<file path="config.mk">
export PLATFORM = sky130hd
export DESIGN_NAME = mod_bit_grouper
export DESIGN_NICKNAME = d
export VERILOG_FILES = /design/src/rtl/mod_bit_grouper.sv
export SDC_FILE = /design/constraint.sdc
export NUM_CORES = 1
export LEC_CHECK = 0
export CORE_MARGIN = 8
export CORE_UTILIZATION = 48
export CTS_CLUSTER_SIZE = 28
export DETAILED_ROUTE_END_ITERATION = 7
export PLACE_DENSITY = 0.67
export RECOVER_POWER = 50
export SLEW_MARGIN = 20
export SYNTH_ARGS = -nofsm -noshare
export SYNTH_HDL_FRONTEND = slang
export SYNTH_SLANG_ARGS = --single-unit
</file>
<file path="constraint.sdc">
create_clock -name CLK -period 4.49 [get_ports CLK]
set_input_delay 1.347 -clock CLK [delete_from_list [all_inputs] [get_ports CLK]]
set_output_delay 1.347 -clock CLK [all_outputs]
set_load 0.02 [all_outputs]
</file>
<file path="src/rtl/mod_bit_grouper.sv">
// mod_bit_grouper: collects serial scrambler bits into Qm-bit symbol groups
// (BPSK..256QAM) and hands them to the modulation mapper through a small
// valid/ready FIFO. A flush closes a trailing partial group with zero padding.
module mod_bit_grouper #(
  parameter int MAX_QM = 8,
  parameter int DEPTH  = 4
) (
  input  logic              CLK,
  input  logic              RST,
  input  logic [2:0]        Mod_Order,
  input  logic              SC_IN,
  input  logic              SC_Valid,
  output logic              SC_Ready,
  input  logic              Flush,
  output logic [MAX_QM-1:0] Mod_IN,
  output logic [3:0]        Mod_Qm,
  output logic              Mod_Pad,
  output logic              Mod_Valid,
  input  logic              Mod_Ready,
  output logic              Order_Err
);

  localparam int CNT_W = $clog2(DEPTH + 1);
  localparam int PTR_W = (DEPTH > 1) ? $clog2(DEPTH) : 1;
  localparam logic [3:0]       MAX_QM_C   = 4'(MAX_QM);
  localparam logic [CNT_W-1:0] DEPTH_C    = CNT_W'(DEPTH);
  localparam logic [CNT_W-1:0] CNT_ONE_C  = CNT_W'(1);
  localparam logic [PTR_W-1:0] PTR_ONE_C  = PTR_W'(1);
  localparam logic [PTR_W-1:0] PTR_LAST_C = PTR_W'(DEPTH - 1);

  // Maps the order code to Qm; unknown codes or orders wider than the bus
  // fall back to one bit per symbol and raise the error flag (bit 4).
  function automatic logic [4:0] decode_order(input logic [2:0] order);
    logic [3:0] qm;
    logic       err;
    qm  = 4'd1;
    err = 1'b0;
    case (order)
      3'd0:    qm = 4'd1;
      3'd1:    qm = 4'd2;
      3'd2:    qm = 4'd4;
      3'd3:    qm = 4'd6;
      3'd4:    qm = 4'd8;
      default: begin
        qm  = 4'd1;
        err = 1'b1;
      end
    endcase
    if (qm > MAX_QM_C) begin
      qm  = 4'd1;
      err = 1'b1;
    end else begin
      err = err;
    end
    return {err, qm};
  endfunction

  // Group assembly state
  logic [3:0]        k_r;
  logic [3:0]        qm_r;
  logic [MAX_QM-1:0] asm_r;
  logic              flush_pending_r;
  logic              order_err_r;

  // FIFO storage and bookkeeping
  logic [MAX_QM-1:0] mem_data_r [DEPTH];
  logic [3:0]        mem_qm_r   [DEPTH];
  logic              mem_pad_r  [DEPTH];
  logic [PTR_W-1:0]  wr_ptr_r;
  logic [PTR_W-1:0]  rd_ptr_r;
  logic [CNT_W-1:0]  count_r;

  logic              full_s;
  logic              sc_ready_s;
  logic              bit_accept_s;
  logic [4:0]        dec_s;
  logic [3:0]        grp_qm_s;
  logic [3:0]        k_inc_s;
  logic [MAX_QM-1:0] asm_shift_s;
  logic              group_done_s;
  logic              flush_push_s;
  logic              push_s;
  logic              pop_s;
  logic [MAX_QM-1:0] push_data_s;
  logic [3:0]        push_qm_s;
  logic              push_pad_s;

  assign full_s       = (count_r == DEPTH_C);
  assign sc_ready_s   = RST && !full_s && !flush_pending_r;
  assign bit_accept_s = SC_Valid && sc_ready_s;
  assign pop_s        = (count_r != {CNT_W{1'b0}}) && Mod_Ready;
  assign SC_Ready     = sc_ready_s;
  assign Order_Err    = order_err_r;

  // Decode the incoming bit: order is only honoured on the first bit of a group,
  // and a new group starts from a cleared register so unused high bits stay zero.
  always_comb begin
    dec_s    = decode_order(Mod_Order);
    k_inc_s  = k_r + 4'd1;
    grp_qm_s = qm_r;
    asm_shift_s = {asm_r[MAX_QM-2:0], SC_IN};
    if (k_r == 4'd0) begin
      grp_qm_s    = dec_s[3:0];
      asm_shift_s = {{(MAX_QM-1){1'b0}}, SC_IN};
    end else begin
      grp_qm_s    = qm_r;
      asm_shift_s = {asm_r[MAX_QM-2:0], SC_IN};
    end
    group_done_s = bit_accept_s && (k_inc_s == grp_qm_s);
    flush_push_s = flush_pending_r && (k_r != 4'd0) && !full_s;
  end

  // Select what enters the FIFO: a completed group, or a flushed partial group
  // left-aligned within its Qm field.
  always_comb begin
    push_s      = group_done_s || flush_push_s;
    push_data_s = {MAX_QM{1'b0}};
    push_qm_s   = 4'd0;
    push_pad_s  = 1'b0;
    if (group_done_s) begin
      push_data_s = asm_shift_s;
      push_qm_s   = grp_qm_s;
      push_pad_s  = 1'b0;
    end else if (flush_push_s) begin
      push_data_s = asm_r << (qm_r - k_r);
      push_qm_s   = qm_r;
      push_pad_s  = 1'b1;
    end else begin
      push_data_s = {MAX_QM{1'b0}};
      push_qm_s   = 4'd0;
      push_pad_s  = 1'b0;
    end
  end

  // Shift accepted bits into the assembly register and track the bit count.
  always_ff @(posedge CLK) begin
    if (!RST) begin
      k_r   <= 4'd0;
      qm_r  <= 4'd0;
      asm_r <= {MAX_QM{1'b0}};
    end else if (bit_accept_s) begin
      asm_r <= asm_shift_s;
      qm_r  <= grp_qm_s;
      k_r   <= group_done_s ? 4'd0 : k_inc_s;
    end else if (flush_push_s) begin
      k_r   <= 4'd0;
      asm_r <= {MAX_QM{1'b0}};
    end
  end

  // Flush request holds off input until the partial group is closed or found empty.
  always_ff @(posedge CLK) begin
    if (!RST) begin
      flush_pending_r <= 1'b0;
    end else if (Flush) begin
      flush_pending_r <= 1'b1;
    end else if (flush_pending_r && ((k_r == 4'd0) || flush_push_s)) begin
      flush_pending_r <= 1'b0;
    end
  end

  // Sticky illegal-order flag, sampled when a group latches its order.
  always_ff @(posedge CLK) begin
    if (!RST) begin
      order_err_r <= 1'b0;
    end else if (bit_accept_s && (k_r == 4'd0) && dec_s[4]) begin
      order_err_r <= 1'b1;
    end
  end

  // FIFO entry storage.
  always_ff @(posedge CLK) begin
    if (!RST) begin
      for (int i = 0; i < DEPTH; i++) begin
        mem_data_r[i] <= {MAX_QM{1'b0}};
        mem_qm_r[i]   <= 4'd0;
        mem_pad_r[i]  <= 1'b0;
      end
    end else if (push_s) begin
      mem_data_r[wr_ptr_r] <= push_data_s;
      mem_qm_r[wr_ptr_r]   <= push_qm_s;
      mem_pad_r[wr_ptr_r]  <= push_pad_s;
    end
  end

  // FIFO pointers (wrapping at DEPTH) and occupancy count.
  always_ff @(posedge CLK) begin
    if (!RST) begin
      wr_ptr_r <= {PTR_W{1'b0}};
      rd_ptr_r <= {PTR_W{1'b0}};
      count_r  <= {CNT_W{1'b0}};
    end else begin
      if (push_s) begin
        wr_ptr_r <= (wr_ptr_r == PTR_LAST_C) ? {PTR_W{1'b0}} : wr_ptr_r + PTR_ONE_C;
      end
      if (pop_s) begin
        rd_ptr_r <= (rd_ptr_r == PTR_LAST_C) ? {PTR_W{1'b0}} : rd_ptr_r + PTR_ONE_C;
      end
      case ({push_s, pop_s})
        2'b10:   count_r <= count_r + CNT_ONE_C;
        2'b01:   count_r <= count_r - CNT_ONE_C;
        default: count_r <= count_r;
      endcase
    end
  end

  // Present the head entry; outputs read as zero whenever the FIFO is empty.
  always_comb begin
    Mod_Valid = (count_r != {CNT_W{1'b0}});
    if (Mod_Valid) begin
      Mod_IN  = mem_data_r[rd_ptr_r];
      Mod_Qm  = mem_qm_r[rd_ptr_r];
      Mod_Pad = mem_pad_r[rd_ptr_r];
    end else begin
      Mod_IN  = {MAX_QM{1'b0}};
      Mod_Qm  = 4'd0;
      Mod_Pad = 1'b0;
    end
  end

endmodule
</file>
# Word level (Yosys, flattened, before mapping)
# Memories as Yosys holds them, arrays and structs flattened. A register that Yosys moved wholly into a read port is not among the register bits.
# Cells that the tools add are included.
# op_classes
add_sub_neg	6
magnitude_cmp	1
n_eq_ne	10
n_shift	1
mux	44
n_reduce_logical	25
# ops
op	n
$mux W8	7
$mux W4	9
$mux W2	11
$pmux W4 S4	1
$mux W1	15
$logic_and A1 B1 Y1	10
$reduce_or A8 Y1	1
$shl A8 B4 Y8	1
$eq A2 B2 Y1 const B	3
$eq A3 B2 Y1 const B	2
$eq A3 B3 Y1 const B	2
$pmux W3 S2	1
$reduce_bool A2 Y1	3
$reduce_or A5 Y1	1
$add A2 B1 Y2 const B	2
$add A4 B1 Y4 const B	1
$eq A4 B4 Y1	1
$gt A4 B4 Y1 const B	1
$logic_not A4 Y1	1
$reduce_bool A4 Y1	1
$reduce_or A4 Y1	1
$sub A4 B4 Y4	1
$add A3 B1 Y3 const B	1
$eq A3 B1 Y1 const B	1
7 further kinds	9
# totals
ff_bits	25
ramBits	52
in_bits	9
wordCells	98
memories	3
# memory_table
memory	depth	width	rd	rd_ports_with_merged_regs	wr	line_no	text
mem_data_r	4	8	1	1	4	66	logic [MAX_QM-1:0] mem_data_r [DEPTH];
mem_qm_r	4	4	1	1	4	67	logic [3:0] mem_qm_r [DEPTH];
mem_pad_r	4	1	1	1	4	68	logic mem_pad_r [DEPTH];

# Depth between registers and ports, before layout
# logic_depth
word_depth	13
ltp_mapped	15

# Worst setup path after synthesis
# OpenSTA, ideal clock, no wires.
# synth_path
path_type	input-to-reg
startpoint	input RST
endpoint	memory mem_data_r[3][0], enable pin
t_arrival_ns	3.720
t_required_ns	4.089
setup_slack_ns	0.369
path_stages	8
n_path_buf	2
cell_sequence	buf_2 inv_2 nor4b_2 nand4_1 nor4_4 buf_4 nor2_2 o21ai_0
# synth_lines
item	line_no	text
start, declared	9	input logic RST,
end, declared	66	

# Worst setup path in the final report
# layout_path
startpoint	input RST
endpoint	output SC_Ready
# layout_via
elab_chain_cells	2
# layout_rtl
item	line_no	text
$logic_and A1 B1 Y1 (2 in series)	89	assign sc_ready_s = RST && !full_s && !flush_pending_r;
end, declared	13	output logic SC_Ready,
# No other way between the ends.

==> results.py <==
metrics = {
    "finish": {
        "design_area_sq_um": 4620,
        "fin_cells": 521,
        "area_growth_pct": 13.3,
        "drive_gt1_share_pct": 12.3,
        "diodes": 0,
        "fillers": 722,
        "nets": 430,
    },
    "floorplan": {
        "die_w_um": 108,
        "initial_core_util_pct": 49.6,
        "die_area_sq_um": 11700,
        "ioPinCount": 25,
        "die_h_um": 108,
        "core_sq_um": 8220,
        "placementRows": 33,
    },
    "critical_path": {
        "worstSetupEndpointType": "primary output",
        "cp-start-kind": "primary input",
        "crit_required_ns": 3.14,
        "worstPathArrival_ns": 2.85,
        "path_max_fanout": 2,
        "criticalPathCategory": "in2out",
    },
    "sta": {
        "final.period_utilization_pct": 93.4,
        "rsz0062_at_grt": "no",
        "setup_violations": 0,
        "final_max_slew_viol_count": 0,
        "worst_slew_pin_slew_ns": 0.808,
        "worst_slack_ns": 0.295,
        "fin_skew_ns": 0.0112,
        "fin_tns_setup_ns": 0,
        "slew-limit-headroom_pct": 46.0,
        "timing.fmax_mhz": 238,
        "hold_viol_final": 0,
        "post-route-min-period_ns": 4.20,
    },
    "cts": {
        "post_cts_buffers": 0,
        "cts_resized": 0,
        "cts_made_buffers": 9,
        "clk_pin_slew_worst_paths_ns": 0.09,
        "cts_tree": "built",
        "hold_buffers": 0,
        "h-tree-depth": 3,
        "clockBufferDepth": 2,
        "ctsRootBufferMaster": "clkbuf_8",
        "cts.sinks": 79,
        "clk_latency_ns": 0.35,
    },
    "logic_synthesis": {
        "syn_inst": 381,
        "yosysMostFrequentCell": "nor2_1",
        "ys.flop_type": "edfxtp_1",
        "async_flop_share_pct": 0,
        "synth_fp_nets": 400,
        "synth_edf_count": 49,
        "netlist_area_sq_um": 4080,
        "synth.distinct_cells": 51,
        "synth-seq-cells": 79,
        "synth_top_cell_by_area": "edfxtp_1",
        "synth.yosys.seq_area_share_pct": 50.8,
        "synth_top_area_share_pct": 36.1,
        "yosysWarnings": 0,
        "synth_top_cells_by_area": "edfxtp_1, dfxtp_1, mux4_2",
        "avgSynthCellArea_sq_um": 10.7,
        "synth_commonest_cells": "nor2_1, edfxtp_1, dfxtp_1",
    },
    "global_route": {
        "grt_max_degree": 28,
        "grt_pass1_vias": 2819,
        "grt_pass1_wl_mm": 14.0,
        "antenna_found_initial": 0,
        "track_usage_pct": 15.2,
        "grt.overflow.total": 0,
    },
    "place": {
        "gp_congestion": 0.872,
        "port_buffers": 24,
        "hpwl_mm": 5.91,
        "dp_slack_ns": 0.220,
        "dpl.cell_count": 505,
        "placed_area_sq_um": 4460,
    },
    "routing": {
        "met1_length_mm": 3.66,
        "highest_layer": "met4",
        "dr_wl_met2_mm": 4.17,
        "route.detailed.wl_per_inst_um": 16.0,
        "avgViaCountPerCell": 5.52,
        "totalWireLength_mm": 8.36,
        "dr.pass1.iters": 4,
        "ant_nets": 0,
        "drtIter0Drc": 107,
        "wl_met3_um": 417,
        "drc": 0,
        "vias": 2878,
    },
    "pwr": {
        "total_power_w": 0.00174,
        "p_comb_share_pct": 20.7,
        "p_leak_nw": 1.70,
        "clockPowerShare_pct": 31.8,
        "p_seq_share_pct": 47.5,
        "power_density_nw_per_um2": 376,
        "p_int_w": 0.00123,
        "vdd_drop_max_mv": 0.190,
        "switchingPower_w": 0.000509,
        "netSwitchingFraction_pct": 29.3,
    },
    "hold_path": {
        "hp-class": "reg2reg",
    },
    "job": {
        "max_cap_violations": 0,
    },
    "run_status": {
        "outcome": "completed",
    },
}
layout make-up:
| type | count | area [sq um] | share of cell area, % |
|---|---|---|---|
| Tap cell | 105 | 131 | 2.84 |
| Multi-Input combinational cell | 267 | 1830 | 39.6 |
| Sequential cell | 79 | 2070 | 44.9 |
| Inverter | 17 | 63.8 | 1.38 |
| Clock inverter | 7 | 83.8 | 1.81 |
| Clock buffer | 9 | 124 | 2.68 |
| Timing Repair Buffer | 37 | 317 | 6.85 |
cells in the final DEF, fill, tap and decap left out, drive strengths merged, types with 2 or more instances in the layout:
cell type,n
a31oi,3
dfxtp,30
a31o,3
dlygate4sd3,8
a32oi,3
nor3b,4
nor4,6
inv,21
mux2i,11
fa,2
nand2b,6
a22oi,11
buf,7
a21oi,15
nand3,9
ha,8
o211ai,2
edfxtp,49
xor2,5
clkbuf,15
nor3,7
o21ai,11
a211oi,6
clkdlybuf4s50,16
mux2,3
xnor2,2
and3,4
mux4,13
and2,13
nand2,23
nor2,77
nor2b,6
or3,6
power groups by stage:
| stage | clock [W] | sequential [W] | combinational [W] |
|---|---|---|---|
| floorplan | 0 | 0.000839 | 0.000259 |
| detailed placement | 0 | 0.000843 | 0.000377 |
| global placement | 0 | 0.000841 | 0.000372 |
| CTS | 0.000565 | 0.000827 | 0.000378 |
| global route | 0.000589 | 0.000831 | 0.000400 |
| finish | 0.000552 | 0.000826 | 0.000360 |
worst max-delay path, cell delays in order:
cell,delay [ns]
dlygate4sd3_1,0.55
inv_1,0.06
nor3_1,0.23
clkdlybuf4s50_1,0.66
logic make-up (layout without fill, tap and decap cells):
| logic type | count (synthesis) | in the layout | synth area share (%) |
|---|---|---|---|
| buf+inv | 35 | 70 | 3.68 |
| mux | 27 | 27 | 10.7 |
| xor+xnor | 7 | 7 | 1.50 |
| flops | 79 | 79 | 50.8 |
| simple gates | 165 | 165 | 20.2 |
| fa+ha+maj | 10 | 10 | 3.44 |
| compound gates | 58 | 58 | 9.64 |
final timing paths:
check                  from    endpoint  slack, ns  cells past startpoint
setup / recovery        RST    SC_Ready       0.29                      4
hold / removal    Order_Err   Order_Err       0.50                      2
setup reg to reg     k_r[0]  count_r[2]       1.15                     13
hold reg to reg   Order_Err   Order_Err       0.50                      2
state kept, by name, summed over array words and instances, names as in the netlist, named ones only:
name and cells:
wr_ptr_r 2, Order_Err 1, mem_pad_r 4, rd_ptr_r 2, asm_r 8, k_r 4, count_r 3, mem_qm_r 16
mem_data_r 32, flush_pending_r 1, qm_r 4
per-layer routing:
layer,GRT usage (%),vias up
met4,5.85,0
met5,0,-
met1,19.4,1367
li1,-,1437
met3,2.20,12
met2,25.5,62
stage by stage:
step	hold WS [ns]	util (%)
after floorplan	0.461	-
after global placement	0.474	54.3
after detailed placement	0.483	54.3
after CTS	0.504	56.8
after global routing	0.528	56.2
final	0.495	56.2
(Power assumes the default switching activity.)
